===== src/rtl/dma_scheduler.sv =====
// dma_scheduler: round-robin two-requester descriptor queue feeding one DMA master.
// Optional watchdog (WAIT-cycle limit, ERR state, sticky err_o) enabled by DMA_SCHED_TIMEOUT_EN.
module dma_scheduler #(
  parameter int unsigned QDEPTH  = 4,
  parameter logic [15:0] TIMEOUT = 16'hFFFF
) (
  input  logic        clk,
  input  logic        rstn,
  input  logic        req0_valid,
  input  logic        req1_valid,
  output logic        req0_ready,
  output logic        req1_ready,
  input  logic [31:0] req0_src,
  input  logic [31:0] req0_dst,
  input  logic [31:0] req0_qty,
  input  logic [31:0] req1_src,
  input  logic [31:0] req1_dst,
  input  logic [31:0] req1_qty,
  output logic        dma_en_o,
  output logic [31:0] src_addr_o,
  output logic [31:0] dst_addr_o,
  output logic [31:0] data_qty_o,
  input  logic        dma_fin_i,
  output logic [1:0]  irq_o,
  input  logic [1:0]  irq_clr_i,
  output logic        busy_o,
  output logic        err_o
);
  localparam int unsigned AW = $clog2(QDEPTH);

`ifdef DMA_SCHED_TIMEOUT_EN
  typedef enum logic [2:0] {ST_IDLE, ST_LAUNCH, ST_WAIT, ST_DONE, ST_ERR} state_t;
`else
  typedef enum logic [1:0] {ST_IDLE, ST_LAUNCH, ST_WAIT, ST_DONE} state_t;
`endif

  state_t          state, state_nxt;
  logic [31:0]     q_src [QDEPTH];
  logic [31:0]     q_dst [QDEPTH];
  logic [31:0]     q_qty [QDEPTH];
  logic [QDEPTH-1:0] q_id;
  logic [AW-1:0]   wr_ptr, rd_ptr;
  logic [AW:0]     count;
  logic            full, push, pop, push_id;
  logic            last_gnt;
  logic            gnt0, gnt1;
  logic            act_id;
  logic [1:0]      irq_set;

  // Occupancy can only reach QDEPTH (a power of two), so the MSB alone flags full.
  assign full = count[AW];

  assign gnt0 = req0_valid & (~req1_valid | last_gnt);
  assign gnt1 = req1_valid & (~req0_valid | ~last_gnt);
  assign req0_ready = rstn & ~full & gnt0;
  assign req1_ready = rstn & ~full & gnt1;
  assign push    = req0_ready | req1_ready;
  assign push_id = req1_ready;
  assign pop     = (state == ST_LAUNCH);
  assign busy_o  = (state != ST_IDLE) | (count != '0);

  always_ff @(posedge clk or negedge rstn) begin
    if (!rstn) begin
      wr_ptr   <= '0;
      rd_ptr   <= '0;
      count    <= '0;
      last_gnt <= 1'b1;
    end else begin
      if (push) begin
        wr_ptr   <= wr_ptr + 1'b1;
        last_gnt <= push_id;
      end
      if (pop) rd_ptr <= rd_ptr + 1'b1;
      case ({push, pop})
        2'b10:   count <= count + 1'b1;
        2'b01:   count <= count - 1'b1;
        default: count <= count;
      endcase
    end
  end

  always_ff @(posedge clk) begin
    if (push) begin
      q_src[wr_ptr] <= push_id ? req1_src : req0_src;
      q_dst[wr_ptr] <= push_id ? req1_dst : req0_dst;
      q_qty[wr_ptr] <= push_id ? req1_qty : req0_qty;
      q_id[wr_ptr]  <= push_id;
    end
  end

`ifdef DMA_SCHED_TIMEOUT_EN
  logic [15:0] wait_cnt;
`endif

  always_comb begin
    state_nxt = state;
    dma_en_o  = 1'b0;
    irq_set   = 2'b00;
    case (state)
      ST_IDLE:   if (count != '0) state_nxt = ST_LAUNCH;
      ST_LAUNCH: begin
        dma_en_o  = 1'b1;
        state_nxt = ST_WAIT;
      end
      ST_WAIT: begin
        if (dma_fin_i) state_nxt = ST_DONE;
`ifdef DMA_SCHED_TIMEOUT_EN
        else if (wait_cnt == TIMEOUT - 16'd1) state_nxt = ST_ERR;
`endif
      end
      ST_DONE: begin
        irq_set   = act_id ? 2'b10 : 2'b01;
        state_nxt = (count != '0) ? ST_LAUNCH : ST_IDLE;
      end
`ifdef DMA_SCHED_TIMEOUT_EN
      ST_ERR:    state_nxt = ST_IDLE;
`endif
      default:   state_nxt = ST_IDLE;
    endcase
  end

  always_ff @(posedge clk or negedge rstn) begin
    if (!rstn) state <= ST_IDLE;
    else       state <= state_nxt;
  end

  // Descriptor is captured on the edge entering LAUNCH so the fields are valid
  // alongside the start pulse; the head itself is retired on the edge leaving LAUNCH.
  always_ff @(posedge clk or negedge rstn) begin
    if (!rstn) begin
      src_addr_o <= '0;
      dst_addr_o <= '0;
      data_qty_o <= '0;
      act_id     <= 1'b0;
      irq_o      <= '0;
    end else begin
      if (state_nxt == ST_LAUNCH) begin
        src_addr_o <= q_src[rd_ptr];
        dst_addr_o <= q_dst[rd_ptr];
        data_qty_o <= q_qty[rd_ptr];
        act_id     <= q_id[rd_ptr];
      end
      irq_o <= (irq_o & ~irq_clr_i) | irq_set;
    end
  end

`ifdef DMA_SCHED_TIMEOUT_EN
  always_ff @(posedge clk or negedge rstn) begin
    if (!rstn) begin
      wait_cnt <= '0;
      err_o    <= 1'b0;
    end else begin
      wait_cnt <= (state == ST_WAIT) ? wait_cnt + 16'd1 : '0;
      if (state_nxt == ST_ERR) err_o <= 1'b1;
    end
  end
`else
  assign err_o = 1'b0;
`endif

endmodule


===== config.mk =====
export PLATFORM = sky130hd
export DESIGN_NAME = dma_scheduler
export DESIGN_NICKNAME = d
export VERILOG_FILES = /design/src/rtl/dma_scheduler.sv
export SDC_FILE = /design/constraint.sdc
export NUM_CORES = 1
export LEC_CHECK = 0
export CORE_MARGIN = 10
export CORE_UTILIZATION = 58
export DETAILED_ROUTE_END_ITERATION = 12
export HOLD_SLACK_MARGIN = 0.15
export PLACE_DENSITY_LB_ADDON = 0.25
export SYNTH_ARGS = -nofsm -noshare
export SYNTH_HDL_FRONTEND = slang
export SYNTH_SLANG_ARGS = --single-unit

===== constraint.sdc =====
create_clock -name clk -period 11.7 [get_ports clk]
set_clock_uncertainty 0.2 [all_clocks]
set_input_delay 1.755 -clock clk [delete_from_list [all_inputs] [get_ports clk]]
set_output_delay 1.755 -clock clk [all_outputs]
set_load 0.005 [all_outputs]

Word level (Yosys, flattened, before mapping):

Memory sizes are Yosys's and may differ from the RTL's. A register that Yosys moved wholly into a read port is not among the register bits.
Index checks and enable logic that the tools add are counted.

* reductions and logical operators: 8
* equality and inequality tests: 6
* bitwise logic cells: 16
* add/sub/neg operators: 4
* $lt $le $gt $ge: 3
* mux-type cells: 18

Operator list (count)
* two-way mux 32 bit: 3
* two-way mux 2 bit: 4
* one-hot mux 2 bit (4 select lines): 1
* equality test 2 x 1 -> 1 bit (second input constant): 3
* equality test 2 bit (second input constant): 3
* < comparator 2 x 3 -> 1 bit (second input constant): 2
* two-way mux 1 bit: 6
* one-hot mux 3 bit (2 select lines): 1
* bitwise AND 1 bit: 5
* adder 2 x 1 -> 2 bit (second input constant): 2
* bitwise mux 4 bit: 1
* inverter 1 bit: 4
* bitwise OR 1 bit: 4
* nonzero test 2 bit: 2
* adder 3 x 1 -> 3 bit (second input constant): 1
* logical NOT 1 bit: 3
* nonzero test 3 bit: 1
* subtractor 3 x 1 -> 3 bit (second input constant): 1
* bitwise AND 2 bit: 1
* binary-select mux 1 bit (select 2 bit): 1
* demux 1 bit (select 2 bit): 1
* >= comparator 2 x 1 -> 1 bit (second input constant): 1
* logical NOT 2 bit: 1
* inverter 2 bit: 1
* other kinds (2): 2

* register bits after elaboration: 17
* input port bits: 199
* output and inout port bits: 103
* logic and storage cells: 66
* memories: 3
* RAM bits: 384

Memories
* q_dst: depth 4, bits a word 32, read ports 1, clocked after Yosys merged registers in 1, wr ports 1, RTL line 39 `logic [31:0] q_dst [QDEPTH];`
* q_qty: depth 4, bits a word 32, read ports 1, clocked after Yosys merged registers in 1, wr ports 1, RTL line 40 `logic [31:0] q_qty [QDEPTH];`
* q_src: depth 4, bits a word 32, read ports 1, clocked after Yosys merged registers in 1, wr ports 1, RTL line 38 `logic [31:0] q_src [QDEPTH];`

Logic depth before layout (Yosys ltp):

Gate-level depths: netlist of the first run.

* depth in word-level cells: 7
* depth in mapped cells: 9
* depth with buffers taken out: 9

Least setup slack after synthesis of the first run:

OpenSTA, ideal clock, no wires.

* path type: input to register
* start point: input port rstn
* end point: memory q_dst[0][0] (enable)
* buffers on the path: 0
* library setup time: 0.467 ns
* required time: 11.033 ns
* stages: 3
* arrival time: 4.426 ns
* slack: 6.607 ns
* cell sequence: nor2b_2 > o21a_1 > and2_1

* word-level cells in the longest chain between the ends: 5
* elaborated cells between the ends (all ways): 6
* those cells by class: mux (2); bitwise (4)

Ends and longest elaborated chain
* start: declaration: RTL line 8 `input logic rstn,`
* bitwise AND 1 bit (*): RTL line 55, 56
* bitwise AND 1 bit (on tied branches): RTL line 55, 56
* bitwise OR 1 bit (*): RTL line 57 `assign push = req0_ready | req1_ready;`
* two-way mux 1 bit (*): RTL line 83 `if (push) begin`
* two-way mux 1 bit (*): RTL line 85 `q_dst[wr_ptr] <= push_id ? req1_dst : req0_dst;`
* end: declaration: RTL line 39

Mark *: on every way between the ends. The rest lies on a longest branch, timed or not.

Worst setup path after layout of the first run:

* start point: input port rstn
* end point: output port req1_ready

* word-level cells in the longest chain between the ends: 2

Ends and longest elaborated chain
* bitwise AND 1 bit (2 in a row): RTL line 56 `assign req1_ready = rstn & ~full & gnt1;`
* end: declaration: RTL line 12 `output logic req1_ready,`

Every way passes these cells.

==> results.md, run 1 <==
- Status: finished, final reports clean
- Category of the critical setup timing path: input port to output pin
- Number of levels the H-tree was split into: 2
- Die Wd: 204 um
- Hold-fix buffers at CTS: 0
- Unrepaired setup endpoints after global routing: false
- First DRT Iteration DRCs: 556
- Sort of element at the end of the critical path: output pin
- Hold WC Path Type: register to register
- Count of yosys warnings during synthesis: 0
- Combinational fraction of design power: 33.2%
- WP data arrival: 3860 ps
- Total Die Area: 41400 um2
- Remaining global-route overflow: 0
- Drt total wl: 39500 um
- Routed length per placed instance: 23.3 um
- Proportion of power drawn by the clock network: 26.4%
- Post-layout util: 74.0%
- Standby leakage power: 8.67 nW
- Mean post-synth cell area: 21.9 um2
- Max-slew violation count: 0
- Routability congestion estimate from global placement: 0.723
- Cell class contributing the biggest share of worst-path delay: buffers and inverters
- Share of layout cells above drive strength 1: 31.2%
- Clk sink count: 497
- Total setup buffers inserted after CTS: 0
- Clock-pin transition on the worst setup and hold timing paths: 60 ps
- Period utilisation layout: 49.7%
- Max-capacitance violation count: 0
- Internal power contribution: 0.00462 W
- Number of antenna diodes: 0
- I/O pins: 302
- Buffer and inverter count on the worst path: 3
- Fraction of power consumed by sequential logic: 40.4%
- Launch point of the critical path: rstn
- Peak fanout along the critical path: 53
- Data required time at the worst endpoint: 9750 ps
- Number of synthesized register bits: 497
- Area added between synthesis and finish: 26.3%
- First drt pass iteration count: 5
- Switching part of the total power: 26.8%
- Starting density of the core: 58.6%
- Placement Cell Area: 22900 um2
- Die extent in y: 204 um
- Number of core rows: 67
- Number of instances resized during post-cts repair: 0
- Slowest stage cell on the critical path: buf_4
- Slew HR: 26.7%
- Fraction of the yosys area taken by sequential cells: 73.6%
- Layout filler cell count: 1941
- Number of DRC violations after detailed routing: 0
- Maximum number of pins on one net before global-route repair: 66
- Final Net Count: 1420
- Routed via count: 9500
- Global-route wire length before repair: 61100 um
- Hold path startpoint: data_qty_o[28]
- Worst skew pair latency: 540 ps
- Worst reg2reg startpoint: state[0]
- Number of antenna-violating nets in the routed design: 0
- DP Worst Slack: 5760 ps
- Overall fraction of global-route tracks in use: 19.0%
- Power per cell area: 255 nW/um2
- Clock tree from TritonCTS: built
- Synth Net Count: 1104
- Clock buffers created by TritonCTS: 49
- Synth Instances: 894
- Delay of the slowest critical-path stage: 560 ps
- Net switching power: 0.00169 W
- Initial antenna violation count: 0
- Post-synth cell types: 30
- Slack of the critical path: 5880 ps
- Summed instance area of the synthesized netlist: 19500 um2
- Core area: 33400 um2
- Half-perimeter wire length of the detailed placement result: 24500 um
- Post-layout instance area: 24700 um2
- Vias per cell: 5.59
- Worst voltage drop across the vdd grid: 0.000232 V
- Port Buffers: 300
- Number of global-route vias before repair: 10449
- Slew at the pin closest to its max-slew limit: 1100 ps
- Final number of setup-violating endpoints: 0
- Worst-path cell chain: buf_4 -> nor2b_2 -> nand2_1 -> a21o_4 -> inv_1 -> clkdlybuf4s50_1
- Maximum achievable frequency: 172 MHz
- Largest buffer count on any clock path: 3
- Crit path launch type: input port
- Number of hold violations in the final report: 0
- Sum of negative setup slack: 0 ps
- Clock root buffer: clkbuf_16
- Time the worst path needs with I/O delays and setup: 5820 ps
==> power by group through the flow <==
stage | Clock [W] | Sequential (W) | Combinational, W
global route | 0.00176 | 0.00259 | 0.00226
CTS | 0.00169 | 0.00255 | 0.00215
floorplan | 0 | 0.00250 | 0.00145
finish | 0.00166 | 0.00255 | 0.00210
global placement | 0 | 0.00256 | 0.00208
detailed placement | 0 | 0.00258 | 0.00213
==> state kept, by name (all words and copies together), names as in the netlist, 3 cells and up <==
signal      count
data_qty_o     32
q_id            4
dst_addr_o     32
src_addr_o     32
q_qty         128
q_src         128
q_dst         128
count           3
==> per-stage QoR <==
step | hold WS (ps) | total power [W] | cells
floorplan | 251 | 0.00394 | 894
global placement | 279 | 0.00464 | 1607
detailed placement | 293 | 0.00471 | 1607
CTS | 306 | 0.00639 | 1698
global route | 311 | 0.00661 | 1698
finish | 303 | 0.00631 | 1698
==> path summary, 6_finish.rpt <==
check,endpoint,slack (ps),depth (start not counted)
worst max-delay path,req1_ready,5880,6
min in group asynchronous,data_qty_o[15],1070,1
worst min register to register,data_qty_o[28],300,1
worst min-delay path,data_qty_o[28],300,1
worst max register to register,dst_addr_o[17],8390,6
max in group asynchronous,rd_ptr[0],8820,2
==> worst register-to-register path, delay by kind of cell (launching register included) <==
kind / cells / cell delay, ps
fa+ha+maj: 1 / 350
compound gates: 2 / 690
flops: 1 / 430
mux: 1 / 460
buf+inv: 2 / 1070
==> kinds of logic after synthesis <==
group                      synth area share [%]
AOI/OAI and AO/OA                         0.384
muxes                                      22.9
xor gates and xnor gates                  0.269
DFF                                        73.6
and+or+nand+nor                           0.467
other                                    0.0192
adders and majority gates                 0.743
buffers and inverters                      1.67
==> cell usage in the layout, fill, tap and decap left out, drive strengths merged <==
master	instances
nand2	9
nand3	1
o21ai	5
edfxtp	388
clkinvlp	2
xnor2	3
and2	4
o22a	1
o21a	1
inv	15
dfrtp	108
clkdlybuf4s50	299
fa	1
buf	11
bufinv	10
o21bai	2
o22ai	1
clkinv	15
dfstp	1
a21oi	1
nor2	2
nor3	1
nor2b	2
mux2	193
ha	10
conb	1
xor2	3
clkbuf	62
a21o	1
mux4	97
==> cell usage after synthesis <==
master,count,area (um2)
a21o_1,1,7.51
a21oi_1,1,5.00
and2_1,4,25.0
buf_2,24,120
buf_4,1,7.51
buf_6,10,113
clkbuf_1,10,37.5
conb_1,1,3.75
dfrtp_1,108,2700
dfstp_2,1,26.3
edfxtp_1,388,11700
fa_1,1,20.0
ha_1,10,125
inv_1,13,48.8
mux2_2,163,1840
mux2_4,30,450
mux4_2,97,2180
nand2_1,9,33.8
nand3_1,1,5.00
nor2_1,2,7.51
nor2b_1,1,6.26
nor2b_2,1,8.76
nor3_1,1,5.00
o21a_1,1,7.51
o21ai_0,5,25.0
o21bai_1,2,15.0
o22a_1,1,8.76
o22ai_1,1,6.26
xnor2_1,3,26.3
xor2_1,3,26.3
==> routing by layer <==
metal	part of all wire (%)	vias to the layer above	GRT usage (%)	wire (um)
li1	-	4225	-	-
met3	6.2	49	4.74	2440
met2	50	294	31.4	19900
met4	1.4	0	4.02	536
met5	0	-	0	0
met1	42	4932	25.4	16700
==> final cells by class <==
| type | instances | area (um2) | share of cell area, % |
|---|---|---|---|
| flip-flops and latches | 497 | 14400 | 58.3 |
| multi-input cells | 339 | 4860 | 19.7 |
| repair buffers | 310 | 3080 | 12.5 |
| clock buffers | 62 | 1350 | 5.45 |
| well taps | 448 | 561 | 2.27 |
| clock inverters | 29 | 400 | 1.62 |
| inverters | 13 | 48.8 | 0.198 |
Note: power is estimated with default switching activity, not from simulation.
==> run 2: changes to the inputs <==
Settings changed: CORE_UTILIZATION 58 to 49.
Clock period 11.7 ns to 4.7 ns, I/O delays scaled along.
==> run 2 against run 1 <==
Clock power rose by 140%. First-iteration DRC count fell by 16%. Power rose by 150%. Worst setup slack got worse by 4600 ps. Critical path depth rose by 1. Cell count rose by 5.1%. Non-clock buffer count rose by 8. Largest cell class unchanged. Largest power group unchanged. Highest routed layer unchanged.
==> results.md, run 2 (synthesis results as in run 1) <==
- First DRT Iteration DRCs: 466 (-16%)
- Proportion of power drawn by the clock network: 25.8% (-0.6 points)
- Number of levels the H-tree was split into: 2 (unchanged)
- Slew at the pin closest to its max-slew limit: 858 ps (-241 ps)
- Slew HR: 42.8% (+16 points)
- Standby leakage power: 8.71 nW (+0.52%)
- Crit path launch type: input port
- Initial antenna violation count: 0 (unchanged)
- Routed length per placed instance: 22.3 um (-4.4%)
- Die Wd: 220 um (+7.9%)
- Layout filler cell count: 2768 (+43%)
- Biggest registers after layout: q_dst: 128 flops, q_qty: 128 flops, q_src: 128 flops
- Largest buffer count on any clock path: 3 (unchanged)
- Maximum achievable frequency: 293 MHz
- Sum of negative setup slack: 0 ps (unchanged)
- Remaining global-route overflow: 0 (unchanged)
- Hold WC Path Type: register to register
- WP data arrival: 2510 ps (-1350 ps)
- Sort of element at the end of the critical path: output pin
- Slowest stage cell on the critical path: dlygate4sd3_1
- Worst skew pair latency: 580 ps (+40 ps)
- Peak fanout along the critical path: 5 (-91%)
- Worst voltage drop across the vdd grid: 0.000453 V (+95%)
- Clock buffers created by TritonCTS: 50 (+2.0%)
- Instance count after placement with tap cells included: 1691 (+5.2%)
- Number of antenna-violating nets in the routed design: 0 (unchanged)
- Status: finished, final reports clean
- Port Buffers: 300 (unchanged)
- Clock-pin transition on the worst setup and hold timing paths: 60 ps (about the same)
- Most frequent cells in the layout: edfxtp_1, clkdlybuf4s50_1, mux2_2
- Max-capacitance violation count: 0 (unchanged)
- Routed via count: 9422 (-0.82%)
- Half-perimeter wire length of the detailed placement result: 25200 um (+2.8%)
- Total setup buffers inserted after CTS: 0 (unchanged)
- Overall fraction of global-route tracks in use: 16.6% (-2.5 points)
- Vias per cell: 5.28 (-5.7%)
- Category of the critical setup timing path: input port to output pin
- Data required time at the worst endpoint: 3800 ps (-5950 ps)
- Unrepaired setup endpoints after global routing: false
- Routability congestion estimate from global placement: 0.705 (-2.5%)
- Number of global-route vias before repair: 10422 (-0.26%)
- Period utilisation layout: 72.7%
- Number of antenna diodes: 0 (unchanged)
- Net switching power: 0.00424 W (+150%)
- Area occupied by registers: 14400 um2 (unchanged)
- Number of hold violations in the final report: 0 (unchanged)
- Drt total wl: 39700 um (+0.53%)
- Starting density of the core: 49.4% (-9.2 points)
- Switching part of the total power: 27.1% (+0.28 points)
- First drt pass iteration count: 6 (+1)
- Worst-path cell chain: dlygate4sd3_1 -> buf_6 -> nor2b_2 -> nand2_1 -> a21o_4 -> inv_1 -> clkdlybuf4s50_1
- Number of DRC violations after detailed routing: 0 (unchanged)
- Clk sink count: 497 (unchanged)
- Maximum number of pins on one net before global-route repair: 97 (+47%)
- Delay of the slowest critical-path stage: 540 ps (-20 ps)
- Post-route non-filler standard cell count: 1785 (+5.1%)
- Area added between synthesis and finish: 27.4%
- Commonest non-fill, non-tap cell in the layout: edfxtp_1
- Final number of setup-violating endpoints: 0 (unchanged)
- Core area: 39500 um2 (+19%)
- Die extent in y: 220 um (+7.9%)
- Internal power contribution: 0.0114 W (+150%)
- Global-route wire length before repair: 61300 um (+0.31%)
- Fraction of power consumed by sequential logic: 40.3% (about the same)
- Clock tree from TritonCTS: built
- I/O pins: 302 (unchanged)
- Power per cell area: 629 nW/um2 (+150%)
- Final Net Count: 1429 (+0.63%)
- Number of core rows: 73 (+9.0%)
- Time the worst path needs with I/O delays and setup: 3420 ps
- Area taken by multi-input logic gates: 4860 um2 (unchanged)
- Clock root buffer: clkbuf_16
- Total Die Area: 48300 um2 (+16%)
- Max-slew violation count: 0 (unchanged)
- Share of layout cells above drive strength 1: 31.4% (+0.23 points)
- Combinational fraction of design power: 33.9% (+0.7 points)
run 2: cell count changes in the layout (fill, tap and decap cells not counted), sizes merged:
| cell | change |
|---|---|
| inv | +1 |
| dlygate4sd3 | +1 |
| bufinv | -3 |
| clkinv | +2 |
| clkbuf | +1 |
| clkinvlp | +1 |
| buf | +7 |
run 2: layout make-up:
cell class                      instances  area share [%]
Multi-Input combinational cell        339            19.5
Timing Repair Buffer                  318            13.0
Tap cell                              525            2.64
Sequential cell                       497            57.8
Inverter                               13           0.196
Clock inverter                         30            1.40
Clock buffer                           63            5.42
run 2: per-stage QoR:
step	instance area [um2]	total power, W	utilization [%]	worst slack, ps	hold slack [ps]
5_1_grt	24900	0.0165	63.0	1150	312
4_1_cts	24900	0.0159	63.0	1250	290
6_report	24900	0.0157	63.0	1280	289
3_3_place_gp	23200	0.0117	58.6	1520	277
2_1_floorplan	19500	0.00982	-	657	209
3_5_place_dp	23200	0.0118	58.6	1510	283
run 2: what timing repair did:
action,CTS,global route
resized for setup,0,0
hold buffers,1,0
endpoints found under the hold margin,52,0
run 2: worst max-delay path: cells and delay by family:
| family | cells | cell delay [ps] |
|---|---|---|
| AO/OA/AOI/OAI | 1 | 210 |
| buffers and inverters | 4 | 1300 |
| AND/OR/NAND/NOR | 2 | 280 |
run 2: worst paths after layout:
kind,start,to,slack (ps),cells past startpoint
worst max-delay path,rstn,req1_ready,1280,7
worst min-delay path,act_id,irq_o[0],290,1
worst max register to register,state[0],src_addr_o[15],1880,7
worst min register to register,act_id,irq_o[0],290,1
max in group asynchronous,rstn,rd_ptr[1],2290,4
min in group asynchronous,rstn,data_qty_o[14],670,3
run 2: power by group through the flow:
stage	combinational (W)	sequential, W	clock (W)
after global routing	0.00574	0.00641	0.00432
after detailed placement	0.00544	0.00640	0
after CTS	0.00547	0.00632	0.00415
after global placement	0.00534	0.00637	0
after floorplan	0.00360	0.00622	0
final	0.00531	0.00630	0.00404
run 2: routing by layer:
| metal | track usage (%) | wire length [um] | vias to the layer above |
|---|---|---|---|
| met2 | 27.1 | 19500 | 272 |
| met5 | 0 | 0 | - |
| met3 | 4.69 | 2810 | 51 |
| met4 | 4.59 | 656 | 0 |
| li1 | - | - | 4246 |
| met1 | 21.4 | 16800 | 4853 |
==> run 3: changes to the inputs <==
Clock period 4.7 ns to 2.75 ns, I/O delays scaled along.
==> run 3 against run 2 <==
Sequential cell count is the same. Critical path type is now register to output pin. Power grew 75%. Largest cell class unchanged. Non-clock buffer count grew 19. Via count grew 1.9%. Count of clock-buffer cells in the layout grew 8. Design area grew 1.6%.
==> results.md, run 3 (synthesis results as in run 1) <==
- Status: finished, final reports clean
- Total Die Area: 48300 um2 (unchanged)
- Routability congestion estimate from global placement: 0.715 (+1.3%)
- Half-perimeter wire length of the detailed placement result: 26700 um (+6.1%)
- Time the worst path needs with I/O delays and setup: 2670 ps
- Worst voltage drop across the vdd grid: 0.000548 V (+21%)
- Commonest non-fill, non-tap cell in the layout: edfxtp_1
- Category of the critical setup timing path: register to output pin
- Peak fanout along the critical path: 3 (-2)
- Initial antenna violation count: 0 (unchanged)
- Slew at the pin closest to its max-slew limit: 716 ps (-141 ps)
- Fraction of power consumed by sequential logic: 38.7% (-1.6 points)
- Cell count of the worst reg-to-reg path: 6 (-1)
- Share of layout cells above drive strength 1: 32.3% (+0.83 points)
- Slew HR: 52.2% (+9.4 points)
- Clk sink count: 497 (unchanged)
- Final Net Count: 1447 (+1.3%)
- Worst skew pair latency: 580 ps (about the same)
- Routed via count: 9599 (+1.9%)
- Number of hold violations in the final report: 0 (unchanged)
- Drt total wl: 41000 um (+3.1%)
- Vias per cell: 5.32 (+0.86%)
- Die Wd: 220 um (unchanged)
- Remaining global-route overflow: 0 (unchanged)
- Number of antenna-violating nets in the routed design: 0 (unchanged)
- Most frequent cells in the layout: edfxtp_1, clkdlybuf4s50_1, mux2_2
- Max-slew violation count: 0 (unchanged)
- Sum of negative setup slack: 0 ps (unchanged)
- Number of levels the H-tree was split into: 2 (unchanged)
- Post-layout instance area: 25300 um2 (+1.6%)
- Max-capacitance violation count: 0 (unchanged)
- Number of core rows: 73 (unchanged)
- Starting density of the core: 49.4% (unchanged)
- Combinational fraction of design power: 35.4% (+1.5 points)
- Largest buffer count on any clock path: 3 (unchanged)
- WP data arrival: 2050 ps (-460 ps)
- Hold WC Path Type: input port to register
- Maximum achievable frequency: 375 MHz
- Clock-pin transition on the worst setup and hold timing paths: 60 ps (about the same)
- Clock buffers created by TritonCTS: 49 (-2.0%)
- Routed length per placed instance: 22.7 um (+2.0%)
- Worst flop-to-flop path endpoint: dst_addr_o[25]
- Overall fraction of global-route tracks in use: 17.1% (+0.49 points)
- Net switching power: 0.00730 W (+72%)
- Clock root buffer: clkbuf_16
- Proportion of power drawn by the clock network: 25.9% (about the same)
- Number of DRC violations after detailed routing: 0 (unchanged)
- Worst Hold End: irq_o[1]
- Data required time at the worst endpoint: 2140 ps (-1660 ps)
- FF-to-FF setup slack: 400 ps (-1480 ps)
- Core area: 39500 um2 (unchanged)
- Worst reg2reg startpoint: state[0]
- Placement Cell Area: 23500 um2 (+1.4%)
- Internal power contribution: 0.0200 W (+76%)
- Standby leakage power: 8.88 nW (+1.9%)
- Final number of setup-violating endpoints: 0 (unchanged)
- Sort of element at the end of the critical path: output pin
- Number of global-route vias before repair: 10677 (+2.4%)
- Hold path startpoint: irq_clr_i[1]
- Port Buffers: 300 (unchanged)
- Instance count along the most critical hold path: 2 (+1)
- Power per cell area: 1080 nW/um2 (+72%)
- Clock tree from TritonCTS: built
- Biggest registers after layout: q_dst: 128 flops, q_qty: 128 flops, q_src: 128 flops
- First drt pass iteration count: 6 (unchanged)
- Unrepaired setup endpoints after global routing: false
- Die extent in y: 220 um (unchanged)
- Global-route wire length before repair: 63200 um (+3.1%)
- Switching part of the total power: 26.7% (-0.39 points)
- Period utilisation layout: 97.0%
- Crit path launch type: register
- First DRT Iteration DRCs: 490 (+5.2%)
- Area added between synthesis and finish: 29.4%
- I/O pins: 302 (unchanged)
- Maximum number of pins on one net before global-route repair: 110 (+13%)
[run 3: what timing repair did]
item                       4_1_cts  5_1_grt
resized for setup                1        0
hold buffers                     2        0
hold endpoints to repair       109        0
setup endpoints to repair        1        0
buffers inserted                 1        0
[run 3: worst max-delay path: stages, from the launching register on]
cell and delay (ps):
dfrtp_1 420, nor2b_2 160, nand2_1 90, a21o_4 220, inv_2 90, clkdlybuf4s50_1 510
[run 3: through the flow]
stage / total power, W / hold WS, ps / instances / setup WS, ps / utilization, %
6_report: 0.0273 / 195 / 1803 / 83.6 / 63.9
5_1_grt: 0.0287 / 177 / 1802 / 7.11 / 63.9
4_1_cts: 0.0278 / 162 / 1802 / 46.8 / 63.9
3_3_place_gp: 0.0204 / 289 / 1708 / 287 / 59.4
2_1_floorplan: 0.0167 / -83.1 / 894 / 73.1 / -
3_5_place_dp: 0.0206 / 292 / 1708 / 239 / 59.4
[run 3: per-layer routing]
layer  global-route usage, %  vias to the layer above  wire length, um
met5                       0                        -                0
met4                    4.68                        0              692
met3                    4.57                       42             2790
met2                    28.7                      261            20800
met1                    21.6                     5007            16700
li1                        -                     4289                -
[run 3: worst max-delay path by stage]
stage	to	cells past startpoint	from	slack, ps
final	req1_ready	5	count[2]	80
after global routing	req1_ready	5	count[2]	7
after CTS	req1_ready	5	count[2]	50
after detailed placement	count[2]	9	req0_valid	240
after global placement	req1_ready	5	req1_valid	290
after floorplan	q_dst[0][0]	3	rstn	70
[run 3: cell type report]
type                            instances  area, um2
Sequential cell                       497      14400
Fill cell                            2728      14300
Multi-Input combinational cell        339       4860
Timing Repair Buffer                  337       3570
Clock buffer                           71       1440
Tap cell                              525        657
Clock inverter                         20        313
Inverter                               13       48.8
Antenna cell                            1       2.50
[run 3: power groups by stage]
| stage | logic [W] | registers, W | clock network [W] |
|---|---|---|---|
| finish | 0.00967 | 0.0106 | 0.00709 |
| global route | 0.0104 | 0.0107 | 0.00754 |
| CTS | 0.00993 | 0.0106 | 0.00724 |
| detailed placement | 0.00988 | 0.0107 | 0 |
| floorplan | 0.00615 | 0.0106 | 0 |
| global placement | 0.00971 | 0.0107 | 0 |
